## src/rtl/demux_1to4_driver.sv

```systemverilog
// ---------------------------------------------------------------------------------------------
// demux_1to4_driver
//
// Sequential front-end for a combinational 1-to-4 demultiplexer. Items of the form
// {destination, data-bit} arrive over a valid/ready handshake and are buffered in a small FIFO.
// Each item is then presented to the demux in a glitch-safe way:
//   1. SETUP: the selects {s1,s0} move to the new destination while I is held at 0.
//   2. DRIVE: I carries the data bit for HOLD_CYCLES cycles with the selects stable.
// Because I is 0 whenever the selects change, the demux outputs y0..y3 only ever see clean,
// full-width pulses.
//
// All demux-facing outputs (I, s1, s0) are registered. They lag the FSM state by one cycle, so
// the selects become valid on the edge after the FSM enters SETUP.
//
// Parameters:
//   DEPTH        FIFO entries (power of two, >= 2)
//   HOLD_CYCLES  cycles I is driven per item (>= 1)
//
// Ports:
//   clk          rising-edge clock
//   rst          asynchronous active-high reset
//   in_valid     item offered
//   in_ready     FIFO can accept (occupancy < DEPTH); depends on occupancy only
//   in_dest      destination channel {s1,s0}
//   in_data      bit to deliver
//   I            data to demux (registered)
//   s1, s0       selects to demux (registered)
//   busy         FSM not idle or FIFO non-empty
//   fifo_count   current FIFO occupancy
//   err_drop     sticky; set when an item is offered while in_ready is low
//   ch_cnt       (only with DEMUX_DRV_CNT_EN) four saturating 8-bit per-channel counts of
//                delivered 1-bits; channel n lives in bits [8n+7:8n]
//
// Optional feature macro: DEMUX_DRV_CNT_EN (adds ch_cnt and its counters).
// ---------------------------------------------------------------------------------------------
module demux_1to4_driver #(
   parameter int unsigned DEPTH       = 4,
   parameter int unsigned HOLD_CYCLES = 2,
   localparam int unsigned AW         = $clog2(DEPTH),
   localparam int unsigned CW         = $clog2(DEPTH + 1)
) (
   input  logic          clk,
   input  logic          rst,
   input  logic          in_valid,
   output logic          in_ready,
   input  logic [1:0]    in_dest,
   input  logic          in_data,
   output logic          I,
   output logic          s1,
   output logic          s0,
   output logic          busy,
   output logic [CW-1:0] fifo_count,
`ifdef DEMUX_DRV_CNT_EN
   output logic          err_drop,
   output logic [31:0]   ch_cnt
`else
   output logic          err_drop
`endif
);

   // Hold counter must represent HOLD_CYCLES-1; keep at least one bit.
   localparam int unsigned HW = (HOLD_CYCLES > 1) ? $clog2(HOLD_CYCLES) : 1;

   localparam logic [CW-1:0] FullCount = CW'(DEPTH);
   localparam logic [HW-1:0] HoldLoad  = HW'(HOLD_CYCLES - 1);

   typedef enum logic [1:0] {
      StIdle,
      StSetup,
      StDrive
   } state_e;

   // ------------------------------------------------------------------------------------------
   // FIFO storage and bookkeeping
   // ------------------------------------------------------------------------------------------
   // Entry layout: {dest[1:0], data}
   logic [2:0]    mem_q [DEPTH];
   logic [AW-1:0] wr_ptr_q, wr_ptr_d;
   logic [AW-1:0] rd_ptr_q, rd_ptr_d;
   logic [CW-1:0] count_q, count_d;

   logic          push;
   logic          pop;
   logic          fifo_empty;
   logic [2:0]    rd_data;

   assign fifo_empty = (count_q == '0);
   assign in_ready   = (count_q != FullCount);
   assign push       = in_valid && in_ready;
   assign rd_data    = mem_q[rd_ptr_q];

   // DEPTH is a power of two, so the pointers wrap modulo DEPTH by natural overflow.
   always_comb begin
      wr_ptr_d = wr_ptr_q;
      rd_ptr_d = rd_ptr_q;
      count_d  = count_q;
      if (push) begin
         wr_ptr_d = wr_ptr_q + AW'(1);
      end
      if (pop) begin
         rd_ptr_d = rd_ptr_q + AW'(1);
      end
      unique case ({push, pop})
         2'b10:   count_d = count_q + CW'(1);
         2'b01:   count_d = count_q - CW'(1);
         default: count_d = count_q;
      endcase
   end

   always_ff @(posedge clk or posedge rst) begin
      if (rst) begin
         wr_ptr_q <= '0;
         rd_ptr_q <= '0;
         count_q  <= '0;
      end else begin
         wr_ptr_q <= wr_ptr_d;
         rd_ptr_q <= rd_ptr_d;
         count_q  <= count_d;
      end
   end

   // Storage needs no reset: an entry is only read after it has been written.
   always_ff @(posedge clk) begin
      if (push) begin
         mem_q[wr_ptr_q] <= {in_dest, in_data};
      end
   end

   // ------------------------------------------------------------------------------------------
   // Delivery FSM
   // ------------------------------------------------------------------------------------------
   state_e        state_q, state_d;
   logic [HW-1:0] hold_q, hold_d;
   logic [2:0]    cur_q, cur_d;     // item being delivered, {dest, data}
   logic          i_q, i_d;
   logic [1:0]    sel_q, sel_d;
   logic          err_q, err_d;
   logic          last_drive;       // final DRIVE cycle of the current item

   assign last_drive = (state_q == StDrive) && (hold_q == '0);

   always_comb begin
      state_d = state_q;
      hold_d  = hold_q;
      cur_d   = cur_q;
      sel_d   = sel_q;
      i_d     = 1'b0;
      pop     = 1'b0;
      unique case (state_q)
         StIdle: begin
            if (!fifo_empty) begin
               pop     = 1'b1;
               cur_d   = rd_data;
               state_d = StSetup;
            end
         end
         StSetup: begin
            // Selects move while I is forced low; the data phase starts next cycle.
            sel_d   = cur_q[2:1];
            hold_d  = HoldLoad;
            state_d = StDrive;
         end
         StDrive: begin
            i_d = cur_q[0];
            if (hold_q == '0) begin
               if (!fifo_empty) begin
                  pop     = 1'b1;
                  cur_d   = rd_data;
                  state_d = StSetup;
               end else begin
                  state_d = StIdle;
               end
            end else begin
               hold_d = hold_q - HW'(1);
            end
         end
         default: begin
            state_d = StIdle;
         end
      endcase
   end

   // Dropped offers are flagged but never stored.
   always_comb begin
      err_d = err_q;
      if (in_valid && !in_ready) begin
         err_d = 1'b1;
      end
   end

   always_ff @(posedge clk or posedge rst) begin
      if (rst) begin
         state_q <= StIdle;
         hold_q  <= '0;
         cur_q   <= '0;
         i_q     <= 1'b0;
         sel_q   <= 2'b00;
         err_q   <= 1'b0;
      end else begin
         state_q <= state_d;
         hold_q  <= hold_d;
         cur_q   <= cur_d;
         i_q     <= i_d;
         sel_q   <= sel_d;
         err_q   <= err_d;
      end
   end

   assign I          = i_q;
   assign s1         = sel_q[1];
   assign s0         = sel_q[0];
   assign busy       = (state_q != StIdle) || !fifo_empty;
   assign fifo_count = count_q;
   assign err_drop   = err_q;

   // ------------------------------------------------------------------------------------------
   // Optional per-channel delivery counters
   // ------------------------------------------------------------------------------------------
`ifdef DEMUX_DRV_CNT_EN
   logic [7:0] cnt_q [4];
   logic [7:0] cnt_d [4];

   // A 1-bit counts once, on the last DRIVE cycle of its item.
   always_comb begin
      for (int n = 0; n < 4; n++) begin
         cnt_d[n] = cnt_q[n];
         if (last_drive && cur_q[0] && (cur_q[2:1] == 2'(n)) && (cnt_q[n] != 8'hFF)) begin
            cnt_d[n] = cnt_q[n] + 8'd1;
         end
      end
   end

   always_ff @(posedge clk or posedge rst) begin
      if (rst) begin
         for (int n = 0; n < 4; n++) begin
            cnt_q[n] <= 8'd0;
         end
      end else begin
         for (int n = 0; n < 4; n++) begin
            cnt_q[n] <= cnt_d[n];
         end
      end
   end

   assign ch_cnt = {cnt_q[3], cnt_q[2], cnt_q[1], cnt_q[0]};
`else
   logic unused_last_drive;
   assign unused_last_drive = last_drive;
`endif

   // ------------------------------------------------------------------------------------------
   // Invariants
   // ------------------------------------------------------------------------------------------
   a_no_pop_empty: assert property (@(posedge clk) disable iff (rst) pop |-> !fifo_empty);

   a_no_glitch: assert property (@(posedge clk) disable iff (rst)
                                 (sel_q != $past(sel_q)) |-> !i_q);

endmodule

```

## config.mk

```make
export PLATFORM = sky130hd
export DESIGN_NAME = demux_1to4_driver
export DESIGN_NICKNAME = d
export VERILOG_FILES = /design/src/rtl/demux_1to4_driver.sv
export SDC_FILE = /design/constraint.sdc
export NUM_CORES = 1
export LEC_CHECK = 0
export CAP_MARGIN = 20
export CORE_MARGIN = 2
export CORE_UTILIZATION = 40
export CTS_BUF_LIST = sky130_fd_sc_hd__clkbuf_4 sky130_fd_sc_hd__clkbuf_8 sky130_fd_sc_hd__clkbuf_16
export DETAILED_ROUTE_END_ITERATION = 8
export GPL_TIMING_DRIVEN = 1
export PLACE_DENSITY = 0.71
export SLEW_MARGIN = 10
export SYNTH_ARGS = -nofsm -noshare
export SYNTH_HDL_FRONTEND = slang
export SYNTH_SLANG_ARGS = --single-unit
```

## constraint.sdc

```tcl
create_clock -name clk -period 4.1 [get_ports clk]
set_clock_uncertainty 0.15 [all_clocks]
set_input_delay 0.41 -clock clk [delete_from_list [all_inputs] [get_ports clk]]
set_output_delay 0.41 -clock clk [all_outputs]
set_load 0.01 [all_outputs]
```

==> results.toml <==
[status]
outcome = "completed"

[die]
design.core.area_um2 = 3284
die_y_um = 62.04
number_of_top_level_pins = 15
core.rowCount = 21
chipWidth_um = 62.04
fp.dieArea_um2 = 3849
initial_standard_cell_utilization_of_the_core_pct = 41.03

[worst_setup_path]
crit_fanout = 6
cp.arrival_ns = 2.58
critical_path.startpoint_type = "register"
critPathKind = "register to register"
end_kind = "register"
critical_path_launch_point = "state_q[0]"
crit-reg2reg-launch = "state_q[0]"
critical_path_required_ns = 4.19

[drt]
route.antenna.remaining_nets = 0
viasPerCell = 4.384
detailedRoute.firstIterationViolations = 30
dr.pass1.iters = 4
wl_per_cell_um = 11.32
num_vias = 697
routed_wirelength_um = 1800
route.detailed.drc = 0

[timing]
final_min_period_over_clock_period_pct = 60.62
timing.slew.headroom_pct = 55.18
finalSetupViolations = 0
max_freq_ghz = 0.4024
fin_worst_hold_slack_ns = 0.3145
timing_hold_violations_final = 0
timing_max_transition_violations_final = 0
finalSetupTns_ns = 0
rsz_0062_raised_after_global_routing = "false"
postLayoutSetupSlackWorst_ns = 1.615
max_slew.worst_pin.slew_ns = 0.6715
timing.final.crit_period_ns = 2.485

[layout]
drive_above_1_share_pct = 17.70
final_core_utilization_pct = 48.23
num-nets-final = 129
num_antenna_cells = 0
syn2layout_area_growth_pct = 17.55

[synthesis]
yosysWarningCount = 0
cell_area_after_technology_mapping_um2 = 1348
synth_cells = 92
register_area_share_after_synthesis_pct = 58.31
netlist-cell-type-count = 25
postSynthNetCount = 109
ys_ff_latch = 29
synthesized_area_divided_by_synthesized_cell_count_um2 = 14.65

[hold_path]
holdCritPathClass = "register to register"
min-delay-start = "err_drop"

[clock_network]
ctsHoldBuffers = 0
cts_buffer_depth = 2
cts-resized-gates = 0
cts_inserted_buffers = 5
clock_tree.root_cell = "clkbuf_4"
clk_transition_reported_paths_ns = 0.08
clock_sinks = 29
post_cts_buffers = 0
clock_insertion_delay_worst_skew_ns = 0.31
cts_tree = "yes"
htree_levels = 2

[global_routing]
grt_use_total_pct = 11.72
globalRoute.totalOverflow = 0
wire_length_of_the_first_global_routing_pass_um = 3042
grt_pass1_vias = 717
grt_antenna_before_repair = 0
grt_start_max_net_pins = 18

[placed_design]
io_port_bufs = 14
gp_routability_congestion = 0.6404
detailedPlacementHpwl_um = 1351
pre_cts_ws_ns = 1.644

[flow_run]
max-cap-violations = 0

[power_and_ir_drop]
vdd_ir_drop_max_mv = 0.2990
cellLeakagePower_nw = 0.6444
power_per_cell_area_nw_per_um2 = 737.9
cells by family (layout without fill, tap and decap cells):
| logic type | count (synthesis) | in the layout | synth area share (%) |
|---|---|---|---|
| XOR/XNOR | 6 | 6 | 3.900 |
| AO/OA/AOI/OAI | 8 | 8 | 5.014 |
| adder cells (fa/ha/maj) | 11 | 11 | 10.77 |
| multiplexers | 10 | 10 | 10.86 |
| AND/OR/NAND/NOR | 15 | 15 | 6.965 |
| flip-flops | 29 | 29 | 58.31 |
| buffers and inverters | 13 | 34 | 4.178 |
final cells by class:
class,count,area [um^2]
clock buffers,5,37.54
clock inverters,3,12.51
fillers,288,1700
inverters,12,45.04
multi-input cells,50,505.5
flip-flops and latches,29,785.8
well taps,46,57.56
repair buffers,14,140.1
flip-flops by register name, indices dropped and copies added, names as in the netlist:
register and flops:
wr_ptr_q 2, fifo_count 3, rd_ptr_q 2, cur_q 3
I 1, state_q 2, err_drop 1, mem_q 12
sel_q 2, hold_q 1
per-layer routing:
layer	up-vias	share of wire, %	global-route usage [%]
met4	0	1.1	4.559
met5	-	0	0
met2	14	50	18.75
met3	2	4.2	6.832
li1	352	-	-
met1	329	44	12.80
synth_stat cells:
| cell | number | area (um^2) |
|---|---|---|
| nor2_1 | 3 | 11.26 |
| o21ai_1 | 1 | 5.000 |
| a21oi_1 | 1 | 5.000 |
| dfrtp_1 | 17 | 425.4 |
| nor2b_2 | 1 | 8.760 |
| a21o_1 | 1 | 7.510 |
| nand2_1 | 2 | 7.510 |
| o211ai_1 | 1 | 7.510 |
| nor3b_2 | 1 | 12.51 |
| nor2b_1 | 1 | 6.260 |
| a211oi_4 | 1 | 20.02 |
| ha_1 | 10 | 125.1 |
| edfxtp_1 | 12 | 360.4 |
| a22o_1 | 2 | 17.52 |
| nor3_2 | 1 | 10.01 |
| fa_1 | 1 | 20.02 |
| o21ai_0 | 1 | 5.000 |
| xnor2_1 | 4 | 35.03 |
| or3_1 | 1 | 6.260 |
| xor2_1 | 2 | 17.52 |
| mux4_2 | 3 | 67.56 |
| inv_1 | 12 | 45.04 |
| buf_6 | 1 | 11.26 |
| and2_1 | 5 | 31.28 |
| mux2_2 | 7 | 78.83 |
path summary, 6_finish.rpt:
path,endpoint,slack [ns],cells after the start
max,fifo_count[2],1.61,11
min,err_drop,0.31,1
max reg2reg,fifo_count[2],1.61,11
min reg2reg,err_drop,0.31,1
max in group asynchronous,state_q[0],3.04,2
min in group asynchronous,wr_ptr_q[0],0.34,2
cells in the final DEF, fill, tap and decap left out, drive strengths merged:
master	Yosys	routed
dfrtp	17	17
clkdlybuf4s50	0	14
inv	12	12
edfxtp	12	12
ha	10	10
mux2	7	7
and2	5	5
clkbuf	0	5
xnor2	4	4
nor2	3	3
mux4	3	3
clkinv	0	3
a22o	2	2
nand2	2	2
xor2	2	2
nor2b	2	2
o21ai	2	2
or3	1	1
nor3	1	1
a211oi	1	1
nor3b	1	1
a21o	1	1
a21oi	1	1
o211ai	1	1
fa	1	1
stage by stage:
| step | area, um^2 | std cells | power [mW] |
|---|---|---|---|
| finish | 1584 | 159 | 1.169 |
| global route | 1584 | 159 | 1.280 |
| CTS | 1584 | 159 | 1.193 |
| detailed placement | 1534 | 151 | 1.033 |
| global placement | 1534 | 151 | 1.012 |
| floorplan | 1348 | 92 | 0.8876 |
report_power, final:
| part | total [mW] | switching [mW] | leakage, nW | internal, mW |
|---|---|---|---|---|
| registers | 0.502 | 0.0874 | 0.308 | 0.414 |
| clock network | 0.154 | 0.0918 | 0.0300 | 0.0618 |
| logic | 0.514 | 0.222 | 0.307 | 0.292 |
| total | 1.17 | 0.401 | 0.644 | 0.768 |
worst max-delay path: stages, from the launching register on:
cell and delay (ns):
dfrtp_1 0.44, inv_1 0.11, ha_1 0.30, nor2b_1 0.21
o21ai_1 0.11, inv_1 0.07, ha_1 0.18, inv_1 0.07
fa_1 0.37, xor2_1 0.15, nor2_1 0.11, xor2_1 0.15
(Power assumes the default switching activity.)
